## src/rtl/toggle_handshake_rx_pkg.sv

```systemverilog
// Shared constants and width helpers for the toggle-handshake receiver.
package toggle_handshake_rx_pkg;

  // Fewest synchroniser stages that still give a settled request bit.
  localparam int MIN_SYNC = 2;

  // Width of a channel index; a single channel still needs one bit.
  function automatic int ch_width(input int nch);
    return (nch <= 1) ? 1 : $clog2(nch);
  endfunction

  // Width of an occupancy count that must reach DEPTH itself.
  function automatic int level_width(input int depth);
    return $clog2(depth) + 1;
  endfunction

endpackage

```

## src/rtl/toggle_handshake_rx_if.sv

```systemverilog
// Bundle of the sender-facing toggle handshake and the consumer ready/valid port.
interface toggle_handshake_rx_if
  import toggle_handshake_rx_pkg::*;
#(
  parameter int NCH   = 2,
  parameter int DW    = 8,
  parameter int DEPTH = 4
);

  localparam int CW = ch_width(NCH);
  localparam int LW = level_width(DEPTH);

  logic [NCH-1:0]    req_tgl;
  logic [NCH*DW-1:0] data_in;
  logic [NCH-1:0]    ack_tgl;
  logic [NCH-1:0]    pending;
  logic              out_valid;
  logic              out_ready;
  logic [DW-1:0]     out_data;
  logic [CW-1:0]     out_ch;
  logic [LW-1:0]     level;

  // Receiver side.
  modport slave (
    input  req_tgl, data_in, out_ready,
    output ack_tgl, pending, out_valid, out_data, out_ch, level
  );

  // Senders plus consumer side.
  modport master (
    output req_tgl, data_in, out_ready,
    input  ack_tgl, pending, out_valid, out_data, out_ch, level
  );

endinterface

```

## src/rtl/toggle_handshake_rx_sync_fifo.sv

```systemverilog
// First-word-fall-through FIFO holding {channel, data} entries.
module toggle_handshake_rx_sync_fifo
  import toggle_handshake_rx_pkg::*;
#(
  parameter int W     = 9,
  parameter int DEPTH = 4
) (
  input  logic                          clk,
  input  logic                          rst,
  input  logic                          wr_en_i,
  input  logic [W-1:0]                  wr_data_i,
  input  logic                          rd_ready_i,
  output logic                          can_wr_o,
  output logic                          rd_valid_o,
  output logic [W-1:0]                  rd_data_o,
  output logic [level_width(DEPTH)-1:0] level_o
);

  localparam int AW = $clog2(DEPTH);
  localparam int LW = level_width(DEPTH);

  logic [W-1:0]  mem_q [DEPTH];
  logic [AW-1:0] wr_ptr_q, wr_ptr_d;
  logic [AW-1:0] rd_ptr_q, rd_ptr_d;
  logic [LW-1:0] level_q, level_d;
  logic          rd_fire;
  logic          wr_fire;

  assign rd_valid_o = (level_q != '0);
  assign rd_fire    = rd_valid_o && rd_ready_i;
  // A pop on the same edge frees the slot, so a full FIFO can still accept.
  assign can_wr_o   = (level_q < LW'(DEPTH)) || rd_fire;
  assign wr_fire    = wr_en_i && can_wr_o;
  // Head is zero while empty so stale storage never shows on the outputs.
  assign rd_data_o  = rd_valid_o ? mem_q[rd_ptr_q] : '0;
  assign level_o    = level_q;

  // Pointer and occupancy next state.
  always_comb begin
    wr_ptr_d = wr_ptr_q;
    rd_ptr_d = rd_ptr_q;
    level_d  = level_q;
    if (wr_fire) wr_ptr_d = wr_ptr_q + 1'b1;
    if (rd_fire) rd_ptr_d = rd_ptr_q + 1'b1;
    case ({wr_fire, rd_fire})
      2'b10:   level_d = level_q + 1'b1;
      2'b01:   level_d = level_q - 1'b1;
      default: level_d = level_q;
    endcase
  end

  // Pointer and occupancy registers; reset empties the FIFO.
  always_ff @(posedge clk or posedge rst) begin
    if (rst) begin
      wr_ptr_q <= '0;
      rd_ptr_q <= '0;
      level_q  <= '0;
    end else begin
      wr_ptr_q <= wr_ptr_d;
      rd_ptr_q <= rd_ptr_d;
      level_q  <= level_d;
    end
  end

  // Storage array, left unreset so it can map onto RAM.
  always_ff @(posedge clk) begin
    if (wr_fire) mem_q[wr_ptr_q] <= wr_data_i;
  end

endmodule

```

## src/rtl/toggle_handshake_rx.sv

```systemverilog
// Multi-channel two-phase toggle receiver: synchronise requests, arbitrate
// round-robin, buffer words in a FIFO and return per-channel ack toggles.
module toggle_handshake_rx
  import toggle_handshake_rx_pkg::*;
#(
  parameter int NCH   = 2,
  parameter int DW    = 8,
  parameter int SYNC  = 2,
  parameter int DEPTH = 4
) (
  input  logic                  clk,
  input  logic                  rst,
  toggle_handshake_rx_if.slave  bus
);

  localparam int CW     = ch_width(NCH);
  localparam int LW     = level_width(DEPTH);
  localparam int SYNC_N = (SYNC < MIN_SYNC) ? MIN_SYNC : SYNC;
  localparam int FW     = CW + DW;

  logic [NCH-1:0] req_s;
  logic [NCH-1:0] ack_q, ack_d;
  logic [NCH-1:0] pend;
  logic [CW-1:0]  rr_ptr_q, rr_ptr_d;
  logic           grant_found;
  logic           grant;
  int             grant_sel;
  int             idx;
  logic [DW-1:0]  grant_data;
  logic           can_wr;
  logic           fifo_valid;
  logic [FW-1:0]  fifo_rdata;
  logic [LW-1:0]  fifo_level;

  genvar gi;
  generate
    for (gi = 0; gi < NCH; gi++) begin : g_sync
      logic [SYNC_N-1:0] sync_q;
      // Shift the asynchronous request toggle through the synchroniser chain.
      always_ff @(posedge clk or posedge rst) begin
        if (rst) sync_q <= '0;
        else     sync_q <= {sync_q[SYNC_N-2:0], bus.req_tgl[gi]};
      end
      assign req_s[gi] = sync_q[SYNC_N-1];
    end
  endgenerate

  // Both operands are flops, so pending cannot glitch.
  assign pend        = req_s ^ ack_q;
  assign bus.pending = pend;
  assign bus.ack_tgl = ack_q;

  // Round-robin search from rr_ptr for the first pending channel.
  always_comb begin
    grant_found = 1'b0;
    grant_sel   = 0;
    idx         = 0;
    for (int k = 0; k < NCH; k++) begin
      idx = int'(rr_ptr_q) + k;
      if (idx >= NCH) idx = idx - NCH;
      if (!grant_found && pend[idx]) begin
        grant_found = 1'b1;
        grant_sel   = idx;
      end
    end
    grant_data = bus.data_in[grant_sel*DW +: DW];
  end

  assign grant = grant_found && can_wr;

  // Ack flip and pointer advance for the granted channel.
  always_comb begin
    ack_d    = ack_q;
    rr_ptr_d = rr_ptr_q;
    if (grant) begin
      ack_d[grant_sel] = ~ack_q[grant_sel];
      if (grant_sel == NCH - 1) rr_ptr_d = '0;
      else                      rr_ptr_d = CW'(grant_sel + 1);
    end
  end

  // Ack toggles and arbitration pointer registers.
  always_ff @(posedge clk or posedge rst) begin
    if (rst) begin
      ack_q    <= '0;
      rr_ptr_q <= '0;
    end else begin
      ack_q    <= ack_d;
      rr_ptr_q <= rr_ptr_d;
    end
  end

  toggle_handshake_rx_sync_fifo #(
    .W     (FW),
    .DEPTH (DEPTH)
  ) u_fifo (
    .clk        (clk),
    .rst        (rst),
    .wr_en_i    (grant),
    .wr_data_i  ({CW'(grant_sel), grant_data}),
    .rd_ready_i (bus.out_ready),
    .can_wr_o   (can_wr),
    .rd_valid_o (fifo_valid),
    .rd_data_o  (fifo_rdata),
    .level_o    (fifo_level)
  );

  assign bus.out_valid = fifo_valid;
  assign bus.out_data  = fifo_rdata[DW-1:0];
  assign bus.out_ch    = fifo_rdata[FW-1:DW];
  assign bus.level     = fifo_level;

endmodule

```

## src/flat_wrapper.sv

```systemverilog
// flat-port wrapper written by rule: the top's interface ports become plain ports
module toggle_handshake_rx_flat import toggle_handshake_rx_pkg::*;
#(
  parameter int NCH   = 2,
  parameter int DW    = 8,
  parameter int SYNC  = 2,
  parameter int DEPTH = 4
)
  (clk, rst, bus_req_tgl, bus_data_in, bus_out_ready, bus_ack_tgl, bus_pending, bus_out_valid, bus_out_data, bus_out_ch, bus_level);
  toggle_handshake_rx_if #(.NCH(NCH), .DW(DW), .DEPTH(DEPTH)) bus_i ();
  input  logic clk;
  input  logic rst;
  input wire logic [$bits(bus_i.req_tgl)-1:0] bus_req_tgl;
  input wire logic [$bits(bus_i.data_in)-1:0] bus_data_in;
  input wire logic [$bits(bus_i.out_ready)-1:0] bus_out_ready;
  output wire logic [$bits(bus_i.ack_tgl)-1:0] bus_ack_tgl;
  output wire logic [$bits(bus_i.pending)-1:0] bus_pending;
  output wire logic [$bits(bus_i.out_valid)-1:0] bus_out_valid;
  output wire logic [$bits(bus_i.out_data)-1:0] bus_out_data;
  output wire logic [$bits(bus_i.out_ch)-1:0] bus_out_ch;
  output wire logic [$bits(bus_i.level)-1:0] bus_level;
  assign bus_i.req_tgl = bus_req_tgl;
  assign bus_i.data_in = bus_data_in;
  assign bus_i.out_ready = bus_out_ready;
  assign bus_ack_tgl = bus_i.ack_tgl;
  assign bus_pending = bus_i.pending;
  assign bus_out_valid = bus_i.out_valid;
  assign bus_out_data = bus_i.out_data;
  assign bus_out_ch = bus_i.out_ch;
  assign bus_level = bus_i.level;
  toggle_handshake_rx #(.NCH(NCH), .DW(DW), .SYNC(SYNC), .DEPTH(DEPTH)) u_core (.clk(clk), .rst(rst), .bus(bus_i));
endmodule
```

## config.mk

```make
export PLATFORM = sky130hd
export DESIGN_NAME = toggle_handshake_rx_flat
export DESIGN_NICKNAME = d
export VERILOG_FILES = /design/src/rtl/toggle_handshake_rx_pkg.sv /design/src/rtl/toggle_handshake_rx_if.sv /design/src/rtl/toggle_handshake_rx_sync_fifo.sv /design/src/rtl/toggle_handshake_rx.sv /design/src/flat_wrapper.sv
export SDC_FILE = /design/constraint.sdc
export NUM_CORES = 1
export LEC_CHECK = 0
export ABC_CLOCK_PERIOD_IN_PS = 4400
export CAP_MARGIN = 5
export CORE_MARGIN = 8
export CORE_UTILIZATION = 40
export DETAILED_ROUTE_END_ITERATION = 12
export GPL_TIMING_DRIVEN = 0
export PLACE_DENSITY = 0.72
export SETUP_SLACK_MARGIN = 0.2
export SYNTH_ARGS = -nofsm -noshare
export SYNTH_HDL_FRONTEND = slang
export SYNTH_HIERARCHICAL = 1
export SYNTH_SLANG_ARGS = --single-unit
```

## constraint.sdc

```tcl
create_clock -name clk -period 4.4 [get_ports clk]
set_clock_uncertainty 0.05 [all_clocks]
set_input_delay 0.44 -clock clk [delete_from_list [all_inputs] [get_ports clk]]
set_output_delay 0.44 -clock clk [all_outputs]
set_load 0.02 [all_outputs]
```

Yosys cells after proc, flatten, opt, wreduce, memory -nomap -nowiden --
Memory sizes are Yosys's and may differ from the RTL's. Index checks and enable logic that the tools add are counted.
Word-level totals: input port bits 21, register bits after elaboration 14, word-level logic and storage cells 61, bits in writable memories 36, memories 1, output and inout bits 17
Operators by class: eq/ne operators 3, mux-type cells 23, add/sub/neg operators 8, order comparisons 7, reduce and logical (&&, ||, !) cells 9, shift-type cells 1, bitwise operators 2
Memories:
- u_core.u_fifo.mem_q | depth 4, bits a word 9, rd ports 1, clocked after memory_dff 0, wr ports 1, RTL line toggle_handshake_rx_sync_fifo.sv:22 | logic [W-1:0] mem_q [DEPTH];
Operators with widths (count):
- $mux W32 | 4
- $lt A32 B3 Y1 const B | 3
- $eq A32 B2 Y1 const B | 1
- $ge A32 B1 Y1 const B | 1
- $ge A32 B3 Y1 const B | 1
- $shiftx A16 B32 Y8 | 1
- $sub A32 B3 Y32 const B | 1
- $mux W1 | 15
- $mux W9 | 1
- $pmux W3 S2 | 1
- $logic_and A1 B1 Y1 | 5
- $add A2 B1 Y2 const B | 2
- $add A3 B1 Y3 const B | 1
- $lt A3 B3 Y1 const B | 1
- $reduce_bool A3 Y1 | 1
- $sub A1 B2 Y3 const B | 1
- $sub A3 B1 Y3 const B | 1
- $add A1 B1 Y2 const B | 1
- $bwmux W2 | 1
- $eq A2 B1 Y1 const B | 1
- $eq A2 B2 Y1 const B | 1
- $ge A1 B2 Y1 const B | 1
- $reduce_bool A2 Y1 | 1
- $xor A2 B2 Y2 | 1
- other kinds (5) | 5

Logic depth before layout (Yosys ltp) --
word-level depth 14, gate-level depth with buffers 11, gate-level depth less buffers 11

Modules after synthesis --
The synthesis kept the hierarchy.
Modules (own cells, without submodules):
- toggle_handshake_rx_sync_fifo | area an instance 1779.2 um^2, times used 1, sequential area each 1256.2 um^2, cells an instance 96
- toggle_handshake_rx | area an instance 364.1 um^2, times used 1, sequential area each 175.2 um^2, cells an instance 28

Least setup slack after synthesis --
No wires, ideal clock.
kind reg-to-reg, from register u_core.ack_q[0] (netlist: u_core/bus.ack_tgl[0]), to register u_core.u_fifo.level_q[2] (netlist: u_core/u_fifo/level_o[2]), data required time 4270 ps, buffers on the path 0, arrival 2324 ps, stages on the path, launching flop included 12, slack 1947 ps, setup time 80 ps, period minus slack after synthesis 2453 ps, path through dfrtp_1 xnor2_1 inv_1 o21a_1 and2_1 inv_1 ha_1 inv_1 fa_1 xor2_1 nor2_1 xor2_1
On the way: cells in the longest elaborated chain, start to end 12, elaborated cells between the ends (all ways) 17, those cells by class eq/ne (2); mux (9); bitwise (1); reduce/logical (5)
Ends and longest elaborated chain:
- start: declaration | RTL line toggle_handshake_rx.sv:22 | logic [NCH-1:0] ack_q, ack_d;
- start signal: assignment | RTL line toggle_handshake_rx.sv:88 | ack_q <= ack_d;
- $xor A2 B2 Y2 * | RTL line toggle_handshake_rx.sv:49 | assign pend = req_s ^ ack_q;
- net bus_pending[0] | RTL line flat_wrapper.sv:17 | output wire logic [$bits(bus_i.pending)-1:0] bus_pending;
- $mux W1 (not written as such) (3 in series) | RTL line toggle_handshake_rx.sv:61 | if (!grant_found && pend[idx]) begin
- $mux W1 | RTL line toggle_handshake_rx.sv:61
- $logic_not A1 Y1 | RTL line toggle_handshake_rx.sv:61
- $logic_and A1 B1 Y1 | RTL line toggle_handshake_rx.sv:61
- $mux W1 * | RTL line toggle_handshake_rx.sv:61
- $logic_and A1 B1 Y1 * | RTL line toggle_handshake_rx.sv:69 | assign grant = grant_found && can_wr;
- net u_core.grant | RTL line toggle_handshake_rx.sv:26 | logic grant;
- $logic_and A1 B1 Y1 * | RTL line toggle_handshake_rx_sync_fifo.sv:33 | assign wr_fire = wr_en_i && can_wr_o;
- $eq A2 B1 Y1 / $eq A2 B2 Y1 (equally long branches) | RTL line toggle_handshake_rx_sync_fifo.sv:45 | case ({wr_fire, rd_fire})
- $pmux W3 S2 / $reduce_bool A2 Y1 (equally long branches)
- end signal: assignment | RTL line toggle_handshake_rx_sync_fifo.sv:61 | level_q <= level_d;
- end: declaration | RTL line toggle_handshake_rx_sync_fifo.sv:25 | logic [LW-1:0] level_q, level_d;
Mark *: on every way through the listed nets, which the timed path passes. The rest lies on a longest branch. The select of a mux whose other input is x is not followed. A chain may end at the register's enable or synchronous reset.

Worst setup path after layout --
from register u_core.u_fifo.level_q[0] (netlist: u_core/u_fifo/level_o[0]), to output port bus_out_ch
On the way: cells in the longest elaborated chain, start to end 2
Ends and longest elaborated chain:
- $reduce_bool A3 Y1 | RTL line toggle_handshake_rx_sync_fifo.sv:29 | assign rd_valid_o = (level_q != '0);
- $mux W9 | RTL line toggle_handshake_rx_sync_fifo.sv:35 | assign rd_data_o = rd_valid_o ? mem_q[rd_ptr_q] : '0;
- end: declaration | RTL line flat_wrapper.sv:20 | output wire logic [$bits(bus_i.out_ch)-1:0] bus_out_ch;
No other way between the ends.

==> results.yml <==
status:
  status: "finished, final reports clean"
pwr:
  leakagePower_nw: 0.994
  p_per_area_mw_per_mm2: 759
  power.total_mw: 2.04
  internal_power_mw: 1.31
  clkPwrFrac_pct: 12.8
  sw_frac_of_total_pct: 35.8
  p_seq_share_pct: 38.0
  pwr-share-comb_pct: 49.2
  switchingPower_uw: 731
  ir_worst_vdd_mv: 0.367
min_path:
  hp-class: "flip-flop to flip-flop"
timing:
  rsz0062_at_grt: "no"
  finalMaxSlewViolations: 0
  hold_ws_ps: 311
  finalSetupViolCount: 0
  worst_slew_pin_slew_ps: 630
  final.setup.tns_ps: 0
  max-slew-margin-rel_pct: 58.0
  hold_violations: 0
  max_freq_mhz: 382
  period_share_pct: 59.5
  period_needed_ps: 2620
  worst_slack_ps: 1780
cts:
  cts_root_buf: "clkbuf_8"
  cts_buffers: 5
  htree_levels: 2
  hold_buffers: 0
  cts_resized: 0
  clock_path_buffers: 2
  clkSlewWorstSetupHoldPaths_ps: 90
  cts_tree: "done"
  clock_sinks: 50
  worstSkewPairLatency_ps: 300
  post-cts-setup-buffers: 0
final_layout:
  drive_above_1_share_pct: 17.2
  utilization_pct: 52.3
  nNetsFinal: 195
  final_cells: 239
  n_fill_cell: 450
  final_area_mm2: 0.00269
  antenna_cells: 0
  area_growth_pct: 25.5
detailed_routing:
  wire_per_inst_um: 16.6
  via_count: 1181
  vias_per_cell: 4.94
  antenna_left: 0
  drc: 0
  drt_wl_total_um: 3970
  dr.pass1.iters: 4
  first_iter_violations: 69
grt:
  grt_pass1_wl_um: 6440
  overflow: 0
  antenna_found_initial: 0
  grt_pass1_vias: 1306
  grt_max_degree: 17
  grt_usage_pct: 11.1
synth:
  synth_cell_type_count: 27
  ys_seq_area_share_pct: 66.8
  ys_seq_elements: 50
  synth_top_area_cell: "edfxtp_1"
  syn-num-nets: 151
  netlist_top_cells_area: "edfxtp_1 (50%), dfrtp_1 (16%), mux4_2 (8.4%), mux2_2 (5.3%), and2_1 (3.2%)"
  yosys_warnings: 6
  avgSynthCellArea_um2: 17.3
  synth.top_cell.area_share_pct: 50.4
  synth_area_mm2: 0.00214
  syn_inst: 124
die:
  coreArea_mm2: 0.00514
  io_pins: 38
  die_w_um: 89.2
  die_h_um: 89.2
  initial_utilization_pct: 41.7
  dieArea_mm2: 0.00796
  rows: 26
place:
  pre_cts_slack_ps: 1580
  placed_area_mm2: 0.00260
  gp_congestion: 0.682
  dpl.hpwl_um: 2890
  placed_cells: 231
  port_buffers: 37
critical_path:
  crit_required_ps: 3910
  crit_fanout: 10
  critPathMaxStageDelay_ps: 540
  critPathKind: "flip-flop to output port"
  crit_chain: "or3_1, clkbuf_1, and2_1, clkdlybuf4s50_1"
  slowest_stage: "clkdlybuf4s50_1"
  cp_top_family: "buffers and inverters"
  endpoint_kind: "output port"
  path_buf_inv: 2
  cp.arrival_ps: 2130
  startpoint_type: "flip-flop"
job:
  max_cap_viol_count: 0
state kept, by name, summed over array words and instances, names as in the netlist:
signal,cells
u_core/u_fifo/mem_q,36
u_core/g_sync.sync_q,4
u_core/u_fifo/level_o,3
u_core/bus.ack_tgl,2
u_core/u_fifo/rd_ptr_q,2
u_core/u_fifo/wr_ptr_q,2
u_core/rr_ptr_q,1
final cells by class:
cell class / instances / area (um^2) / area share (%)
Sequential cell: 50 / 1430 / 53.2
Multi-Input combinational cell: 61 / 654 / 24.3
Timing Repair Buffer: 37 / 370 / 13.8
Tap cell: 70 / 87.6 / 3.26
Clock buffer: 5 / 68.8 / 2.56
Inverter: 10 / 37.5 / 1.40
Clock inverter: 3 / 20.0 / 0.744
Buffer: 3 / 20.0 / 0.744
cells in the final DEF (no fill, tap or decap), types with 3 or more instances in the layout:
cell and instances:
clkbuf_8 5, clkdlybuf4s50_1 37, ha_1 5, dfrtp_1 14
xor2_1 3, mux4_2 8, and3_1 4, inv_1 10
edfxtp_1 36, xnor2_1 4, mux2_2 10, and2_1 11
power by group through the flow:
stage	Combinational (mW)	Sequential, mW	Clock, mW
after detailed placement	1.02	0.789	0
after global placement	0.986	0.776	0
after floorplan	0.620	0.799	0
after CTS	1.02	0.779	0.270
after global routing	1.09	0.791	0.290
final	1.00	0.776	0.262
cell usage after synthesis:
master and n:
edfxtp_1 36, dfrtp_1 14, and2_1 11, inv_1 10, mux2_2 10, mux4_2 8
ha_1 5, and3_1 4, xnor2_1 4, xor2_1 3, nand3_1 2, o21ai_0 2
a21boi_0 1, a21oi_1 1, a31oi_1 1, buf_2 1, buf_6 1, clkbuf_1 1
fa_1 1, mux2i_1 1, mux4_1 1, nand2b_1 1, nor2_1 1, o21a_1 1
o21ai_2 1, or3_1 1, xor2_2 1
routing by layer:
metal / track usage, % / vias up / share of wire (%)
met1: 12.2 / 600 / 41
met3: 4.60 / 4 / 7.6
met4: 3.17 / 0 / 0.81
met2: 19.2 / 37 / 51
met5: 0 / - / 0
li1: - / 540 / -
worst paths after layout:
path,cells past startpoint,start,slack (ps),to
min in group asynchronous,2,rst,340,u_core/g_sync[0].sync_q[1]
worst min-delay path,0,u_core/g_sync[1].sync_q[0],310,u_core/g_sync[1].sync_q[1]
worst min register to register,0,u_core/g_sync[1].sync_q[0],310,u_core/g_sync[1].sync_q[1]
worst max register to register,11,u_core/bus.ack_tgl[0],1930,u_core/u_fifo/level_o[2]
worst max-delay path,4,u_core/u_fifo/level_o[0],1780,bus_out_ch
max in group asynchronous,2,rst,3730,u_core/u_fifo/rd_ptr_q[0]
worst reg2reg max path, stage by stage, from the launching register on:
cell,delay [ps]
dfrtp_1,410
xnor2_1,290
inv_1,140
o21a_1,260
and2_1,190
inv_1,60
ha_1,170
inv_1,60
fa_1,370
xor2_1,150
nor2_1,120
xor2_1,160
cells by family after synthesis:
family                     Yosys count  synth area share, %
AOI/OAI and AO/OA                    7                 2.10
xor gates and xnor gates             8                 3.62
adders and majority gates            6                 3.85
buffers and inverters               13                 2.69
DFF                                 50                 66.8
muxes                               20                 15.4
and+or+nand+nor                     20                 5.60
No activity file was read; power rests on OpenSTA's default activity.
